**config.mk**
```make
export PLATFORM = sky130hd
export DESIGN_NAME = fft_stage_sequencer
export DESIGN_NICKNAME = d
export VERILOG_FILES = /design/src/rtl/fft_stage_sequencer.sv
export SDC_FILE = /design/constraint.sdc
export NUM_CORES = 1
export LEC_CHECK = 0
export CAP_MARGIN = 20
export CORE_AREA = 2 2 107 109
export DETAILED_ROUTE_END_ITERATION = 12
export DIE_AREA = 0 0 109 111
export PLACE_DENSITY = 0.67
export SYNTH_ARGS = -nofsm -noshare
export SYNTH_HDL_FRONTEND = slang
export SYNTH_SLANG_ARGS = --single-unit
export TNS_END_PERCENT = 1
```
**constraint.sdc**
```tcl
create_clock -name clk -period 3.5 [get_ports clk]
set_clock_uncertainty 0.15 [all_clocks]
set_input_delay 0.7 -clock clk [delete_from_list [all_inputs] [get_ports clk]]
set_output_delay 0.7 -clock clk [all_outputs]
set_load 0.03 [all_outputs]
```
**src/rtl/fft_stage_sequencer.sv**
```systemverilog
// Address/control sequencer for an in-place radix-2 DIT FFT: one butterfly per cycle,
// per-stage read/twiddle addressing and a delay line that aligns write-back to results.
module fft_stage_sequencer #(
    parameter int LOG2N        = 10,
    parameter int BFLY_LATENCY = 3,
    parameter int RD_LATENCY   = 1
) (
    input  logic             clk,
    input  logic             reset,
    input  logic             i_start,
    output logic             o_busy,
    output logic             o_done,
    output logic             o_rd_en,
    output logic [LOG2N-1:0] o_rd_addr_a,
    output logic [LOG2N-1:0] o_rd_addr_b,
    output logic [LOG2N-2:0] o_tw_addr,
    output logic             o_bf_start,
    input  logic             i_bf_valid,
    output logic             o_wr_en,
    output logic [LOG2N-1:0] o_wr_addr_a,
    output logic [LOG2N-1:0] o_wr_addr_b,
    output logic             o_sync_err
);
    localparam int KW    = LOG2N - 1;
    localparam int SW    = $clog2(LOG2N);
    localparam int DEPTH = RD_LATENCY + BFLY_LATENCY;

    typedef enum logic [1:0] {IDLE, RUN, DRAIN, DONE} state_t;

    typedef struct packed {
        logic             valid;
        logic [LOG2N-1:0] a;
        logic [LOG2N-1:0] b;
    } dl_entry_t;

    state_t          state_q, state_d;
    logic [SW-1:0]   stage_q, stage_d;
    logic [KW-1:0]   k_q, k_d;
    dl_entry_t       dl_q [DEPTH];
    dl_entry_t       dl_d [DEPTH];
    logic            sync_err_q, sync_err_d;

    logic             rd_en;
    logic             in_flight;
    logic [KW-1:0]    mask_k, pos_k, hi_k;
    logic [LOG2N-1:0] addr_a, addr_b, half;
    logic [SW-1:0]    tw_shift;
    logic [KW-1:0]    tw;

    // k splits into grp (bits >= s) and pos (bits < s); grp<<(s+1) is just the high part shifted by one.
    always_comb begin
        mask_k   = ~({KW{1'b1}} << stage_q);
        pos_k    = k_q & mask_k;
        hi_k     = k_q & ~mask_k;
        addr_a   = {hi_k, 1'b0} | {1'b0, pos_k};
        half     = LOG2N'(1) << stage_q;
        addr_b   = addr_a | half;
        tw_shift = SW'(LOG2N - 1) - stage_q;
        tw       = pos_k << tw_shift;
    end

    // Entries ahead of the tail; the stage may end while the tail still holds its last write.
    always_comb begin
        in_flight = 1'b0;
        for (int unsigned i = 0; i < DEPTH - 1; i++) begin
            in_flight = in_flight | dl_q[i].valid;
        end
    end

    always_comb begin
        state_d = state_q;
        stage_d = stage_q;
        k_d     = k_q;
        rd_en   = 1'b0;
        case (state_q)
            IDLE: begin
                if (i_start) begin
                    state_d = RUN;
                    stage_d = '0;
                    k_d     = '0;
                end
            end
            RUN: begin
                rd_en = 1'b1;
                k_d   = k_q + 1'b1;
                if (k_q == {KW{1'b1}}) begin
                    state_d = DRAIN;
                end
            end
            DRAIN: begin
                if (!in_flight) begin
                    if (stage_q == SW'(LOG2N - 1)) begin
                        state_d = DONE;
                    end else begin
                        state_d = RUN;
                        stage_d = stage_q + 1'b1;
                    end
                end
            end
            DONE: state_d = IDLE;
            default: state_d = IDLE;
        endcase
    end

    always_comb begin
        dl_d[0].valid = rd_en;
        dl_d[0].a     = rd_en ? addr_a : '0;
        dl_d[0].b     = rd_en ? addr_b : '0;
        for (int unsigned i = 1; i < DEPTH; i++) begin
            dl_d[i] = dl_q[i-1];
        end
        sync_err_d = dl_q[DEPTH-1].valid ^ i_bf_valid;
    end

    always_ff @(posedge clk) begin
        if (reset) begin
            state_q    <= IDLE;
            stage_q    <= '0;
            k_q        <= '0;
            sync_err_q <= 1'b0;
            for (int unsigned i = 0; i < DEPTH; i++) begin
                dl_q[i] <= '0;
            end
        end else begin
            state_q    <= state_d;
            stage_q    <= stage_d;
            k_q        <= k_d;
            sync_err_q <= sync_err_d;
            for (int unsigned i = 0; i < DEPTH; i++) begin
                dl_q[i] <= dl_d[i];
            end
        end
    end

    assign o_busy      = (state_q != IDLE);
    assign o_done      = (state_q == DONE);
    assign o_rd_en     = rd_en;
    assign o_rd_addr_a = rd_en ? addr_a : '0;
    assign o_rd_addr_b = rd_en ? addr_b : '0;
    assign o_tw_addr   = rd_en ? tw : '0;
    assign o_bf_start  = dl_q[RD_LATENCY-1].valid;
    assign o_wr_en     = dl_q[DEPTH-1].valid;
    assign o_wr_addr_a = dl_q[DEPTH-1].a;
    assign o_wr_addr_b = dl_q[DEPTH-1].b;
    assign o_sync_err  = sync_err_q;

endmodule

```
---- After elaboration in Yosys (flattened, before gate mapping) ----
Memories as Yosys holds them, arrays and structs flattened.
Index checks and enable logic that the tools add are counted.
storage, ports and cells
  word-level logic and storage cells ...... 62
  RAM bits ................................ 84
  bits in registers ....................... 16
  output and inout bits ................... 55
  memories kept ........................... 1
operators by class
  eq/ne operators ......................... 9
  $add $sub $neg .......................... 3
  shift-type cells ........................ 3
  bitwise logic cells ..................... 13
  mux-type cells .......................... 22
  reduce and logical (&&, ||, !) cells .... 7
memory list
  name  depth  width  read ports  clocked after memory_dff  wr ports  RTL line  source
  dl_q  4      21     4           0                         4         39        dl_entry_t dl_q [DEPTH];
operators by type and width
  operator                                           number
  two-way mux 21 bit                                 4
  two-way mux 10 bit                                 2
  bitwise AND 9 bit                                  2
  two-way mux 9 bit                                  2
  inverter 9 bit                                     2
  case mux 9 bit (2 select lines)                    1
  two-way mux 4 bit                                  3
  bitwise OR 10 bit                                  1
  bitwise OR 10 x 9 -> 10 bit                        1
  << shifter 1 x 4 -> 10 bit (first input constant)  1
  adder 9 x 1 -> 9 bit (second input constant)       1
  equality test 9 bit (second input constant)        1
  << shifter 9 x 4 -> 9 bit                          1
  << shifter 9 x 4 -> 9 bit (first input constant)   1
  two-way mux 2 bit                                  4
  inequality test 2 bit (second input constant)      4
  case mux 2 bit (4 select lines)                    1
  case mux 4 bit (2 select lines)                    1
  bitwise OR 1 bit                                   6
  nonzero test 2 bit                                 3
  adder 4 x 1 -> 4 bit (second input constant)       1
  equality test 2 bit (second input constant)        2
  equality test 4 bit (second input constant)        1
  two-way mux 1 bit                                  4
  other kinds (7)                                    7

---- Logic depth before layout (Yosys ltp) ----
  depth after elaboration ................. 8
  depth in mapped cells ................... 9

---- Worst setup path before layout ----
Ideal clock, no wire load.
  path kind ............................... flip-flop to output port
  from .................................... register stage_q[1]
  to ...................................... output o_tw_addr[1]
  slack ................................... 0.188 ns
  stages on the path, launching flop included .. 8
  path buffers ............................ 1
  required time ........................... 2.650 ns
  arrival time ............................ 2.462 ns
  cell sequence ........................... dfxtp_1 > clkbuf_1 > inv_1 > ha_1 > ha_1 > nor2b_1 > nand2_1 > nor3b_1
between the ends
  longest elaborated chain between the ends .. 5
  elaborated cells between the ends (all ways) .. 6
  classes of those cells .................. add/sub: 1; shift: 2; mux: 1; bitwise: 2
ends and longest elaborated chain
  element                      RTL line  source
  start: declaration           37        logic [SW-1:0] stage_q, stage_d;
  start signal: assignment     126       stage_q <= stage_d;
  << shifter 9 x 4 -> 9 bit    52        mask_k = ~({KW{1'b1}} << stage_q);
  inverter 9 bit               52
  bitwise AND 9 bit            53        pos_k = k_q & mask_k;
  << shifter 9 x 4 -> 9 bit *  59        tw = pos_k << tw_shift;
  two-way mux 9 bit *          140       assign o_tw_addr = rd_en ? tw : '0;
  end: declaration             16        output logic [LOG2N-2:0] o_tw_addr,
Every way passes the cells marked *; elsewhere a longest branch is shown, timed or not.

---- Final worst setup path ----
  from .................................... register stage_q[1]
  to ...................................... output o_rd_addr_b[8]
between the ends
  longest elaborated chain between the ends .. 7
  elaborated cells between the ends (all ways) .. 9
  classes of those cells .................. shift: 2; mux: 1; bitwise: 6
ends and longest elaborated chain
  element                      RTL line  source
  << shifter 9 x 4 -> 9 bit    52
  inverter 9 bit               52
  inverter 9 bit               54        hi_k = k_q & ~mask_k;
  bitwise AND 9 bit            54
  bitwise OR 10 x 9 -> 10 bit  55        addr_a = {hi_k, 1'b0} | {1'b0, pos_k};
  bitwise OR 10 bit *          57        addr_b = addr_a | half;
  two-way mux 10 bit *         139       assign o_rd_addr_b = rd_en ? addr_b : '0;
  end: declaration             15        output logic [LOG2N-1:0] o_rd_addr_b,
Marks and branches as above.

==> metrics.txt <==
Post-synth ARST share=0; via count=2857; commonest non-fill, non-tap cell in the layout=dfxtp_1; Num CTS Buffers=9; final period utilization=0.9639; Area Overhead vs Synth=22.93%; Critical Path Start Type=flip-flop; number of synthesized flops with an enable pin=0; Worst Setup EP=o_rd_addr_b[8]; Die Footprint=12100 µm²; Worst-Margin Slew=681.7 ps; WHS=284.2 ps; Die H=around 110 µm; Worst Path Arrival=2520 ps; antenna-violating nets left=0; peak supply drop=213.9 µV; CP Capture Type=output port; fmax=between 200 and 300 MHz; Slew HR=0.5455; cells after synthesis=431; Finished Cell Area=around 5000 µm²; Power Dens Cells=452.5 nW/µm²; vias in the first global route=2672; Fillers=around 1100; Slew Limit Fails=0; DP Wirelength=5752 µm; Largest delay share family, worst path=buffers and inverters; number of setup violations in the final report=0; Initial Util=0.3676; Register Area=about 2000 µm²; final WL=8118 µm; R2R setup slack=1380 ps; drt wl/cell=13.37 µm; Root Buffer=clkbuf_16; CTS Buffer Depth=2; most frequent cells in the layout=97 x dfxtp_1, 69 x nor2b_1, 45 x nor2_1, 45 x clkdlybuf4s50_1, 22 x a21oi_1; CTS tree=done; total stage count of the critical path=6; Max Cap Violations=0; Ys Warns=0; Crit Reg-Reg Startpoint=stage_q[1]; first-pass GRT wire length=13280 µm; nets=around 480; Fin. Hold Viols=0; Req. time, crit path=roughly 2700 ps; initial antenna violation count=0; final RePlAce weighted congestion=around 0.95; status=finished clean; chip width=about 110 µm; GRT Util Overall=0.1399; # diodes=0; reg2reg path depth=6; Hold WC Path Type=reg -> reg; clock latency on the worst-skew pair=~340 ps; Worst path max stage delay=~700 ps; Worst Path Buf+Inv=2; worst setup slack after layout=126.2 ps; kind of critical path=reg -> out; syn_area_per_cell=9.446 µm²; H-Tree Depth=3; Final Util=0.4518; Core Box Area=11080 µm²; DRT Pass-1 Iters=4; row cnt=39; pre-CTS setup slack=between 300 and 400 ps; Post-DP Area=around 4700 µm²; drt first-iter violations=158; pin count of the biggest net entering global routing=55; # clock sinks=100; # IOs=59; Mapped Area=4071 µm²; RR Endpoint=dl_q[0][1]; postcts setup bufs=0; CP max-delay cell=clkdlybuf4s50_1; Synth cell types=53; syn_nets=448; crit path launch=stage_q[1]; area of the multi-input gates=roughly 1800 µm²; crit path max fanout=7; Main synth FF type=dfxtp_1; layout cells sized above 1=0.1272; register bit total from synthesis=100; DRC violations left=0; Clock transition at path regs=70 ps; via/cell ratio=4.707; port bufs=58; Min Clock Period, post-route=about 3400 ps; crit-path cells=inv_1 > ha_1 > or2b_1 > nand2_1 > o221a_2 > clkdlybuf4s50_1; Pleak=1.858 nW; Tot Pwr=~2.3 mW; Seq/Total Area, Yosys=0.4917; grt total ovfl=0
## kinds of logic after synthesis
group	count (synthesis)	synth area share
AOI/OAI and AO/OA	57	0.09835
and+or+nand+nor	190	0.2594
buffers and inverters	59	0.07928
adders and majority gates	13	0.03995
DFF	100	0.4917
muxes	10	0.02704
xor gates and xnor gates	2	0.004303
## repair_timing
item                                    CTS  global route
endpoints found under the setup margin    2            15
gates resized for setup                   2             9
endpoints found under the hold margin     0             0
hold buffers                              0             0
## synthesized netlist by cell type (4+ instances only)
master,count,share of area
a21boi_0,4,0.0074
a21oi_1,22,0.027
and2_1,5,0.0077
buf_2,5,0.0061
buf_4,24,0.044
clkbuf_1,16,0.015
dfxtp_1,100,0.49
ha_1,13,0.040
inv_1,9,0.0083
mux2_2,8,0.022
nand2_1,16,0.015
nand2b_1,6,0.0092
nand3_1,15,0.018
nand4_1,4,0.0061
nor2_1,45,0.041
nor2b_1,70,0.11
nor3_1,9,0.011
nor3b_1,6,0.011
o21ai_0,4,0.0049
## worst register-to-register path, cell delays in order, from the launching register on
cell and delay (ps):
dfxtp_2 390, inv_1 140, ha_1 300, nor3b_2 200, a21oi_1 370, a21boi_0 350
nor2_1 90
## state kept, by name (all words and copies together) (netlist names)
name	cells
o_sync_err	1
state_q	2
k_q	9
stage_q	4
dl_q	84
## layout make-up
| class | instances | area share |
|---|---|---|
| timing repair buffer | 66 | 0.1448 |
| tap | 143 | 0.03575 |
| clock buffer | 11 | 0.05050 |
| sequential | 100 | 0.4007 |
| inverter | 10 | 0.008250 |
| clock inverter | 5 | 0.008500 |
| multi-input combinational | 272 | 0.3515 |
## power by group
group / leakage, nW / switching (mW) / internal (mW)
clock: 0.136 / 0.424 / 0.528
combinational: 0.913 / 0.0972 / 0.0506
sequential: 0.808 / 0.0151 / 1.15
## layer usage
metal	share of wire	GRT usage	wire [µm]
met1	0.46	0.1833	3709
met3	0.045	0.02822	369
met4	0.023	0.06496	189
met5	0	0	0
met2	0.47	0.2190	3850
## worst min path at each step
stage / start / to / slack (ps) / depth (start not counted)
floorplan: dl_q[0][0] / dl_q[1][0] / 260 / 1
global placement: dl_q[0][4] / dl_q[1][4] / 270 / 1
detailed placement: dl_q[1][3] / dl_q[2][3] / 270 / 1
CTS: dl_q[2][12] / dl_q[3][12] / 290 / 1
global route: dl_q[0][10] / dl_q[1][10] / 300 / 1
finish: dl_q[2][12] / dl_q[3][12] / 280 / 1
## stage by stage
| stage | std cells | setup TNS, ps |
|---|---|---|
| floorplan | 431 | 0 |
| global placement | 591 | 0 |
| detailed placement | 591 | 0 |
| CTS | 607 | 0 |
| global route | 607 | -7.287 |
| finish | 607 | 0 |
(Power assumes the default switching activity.)
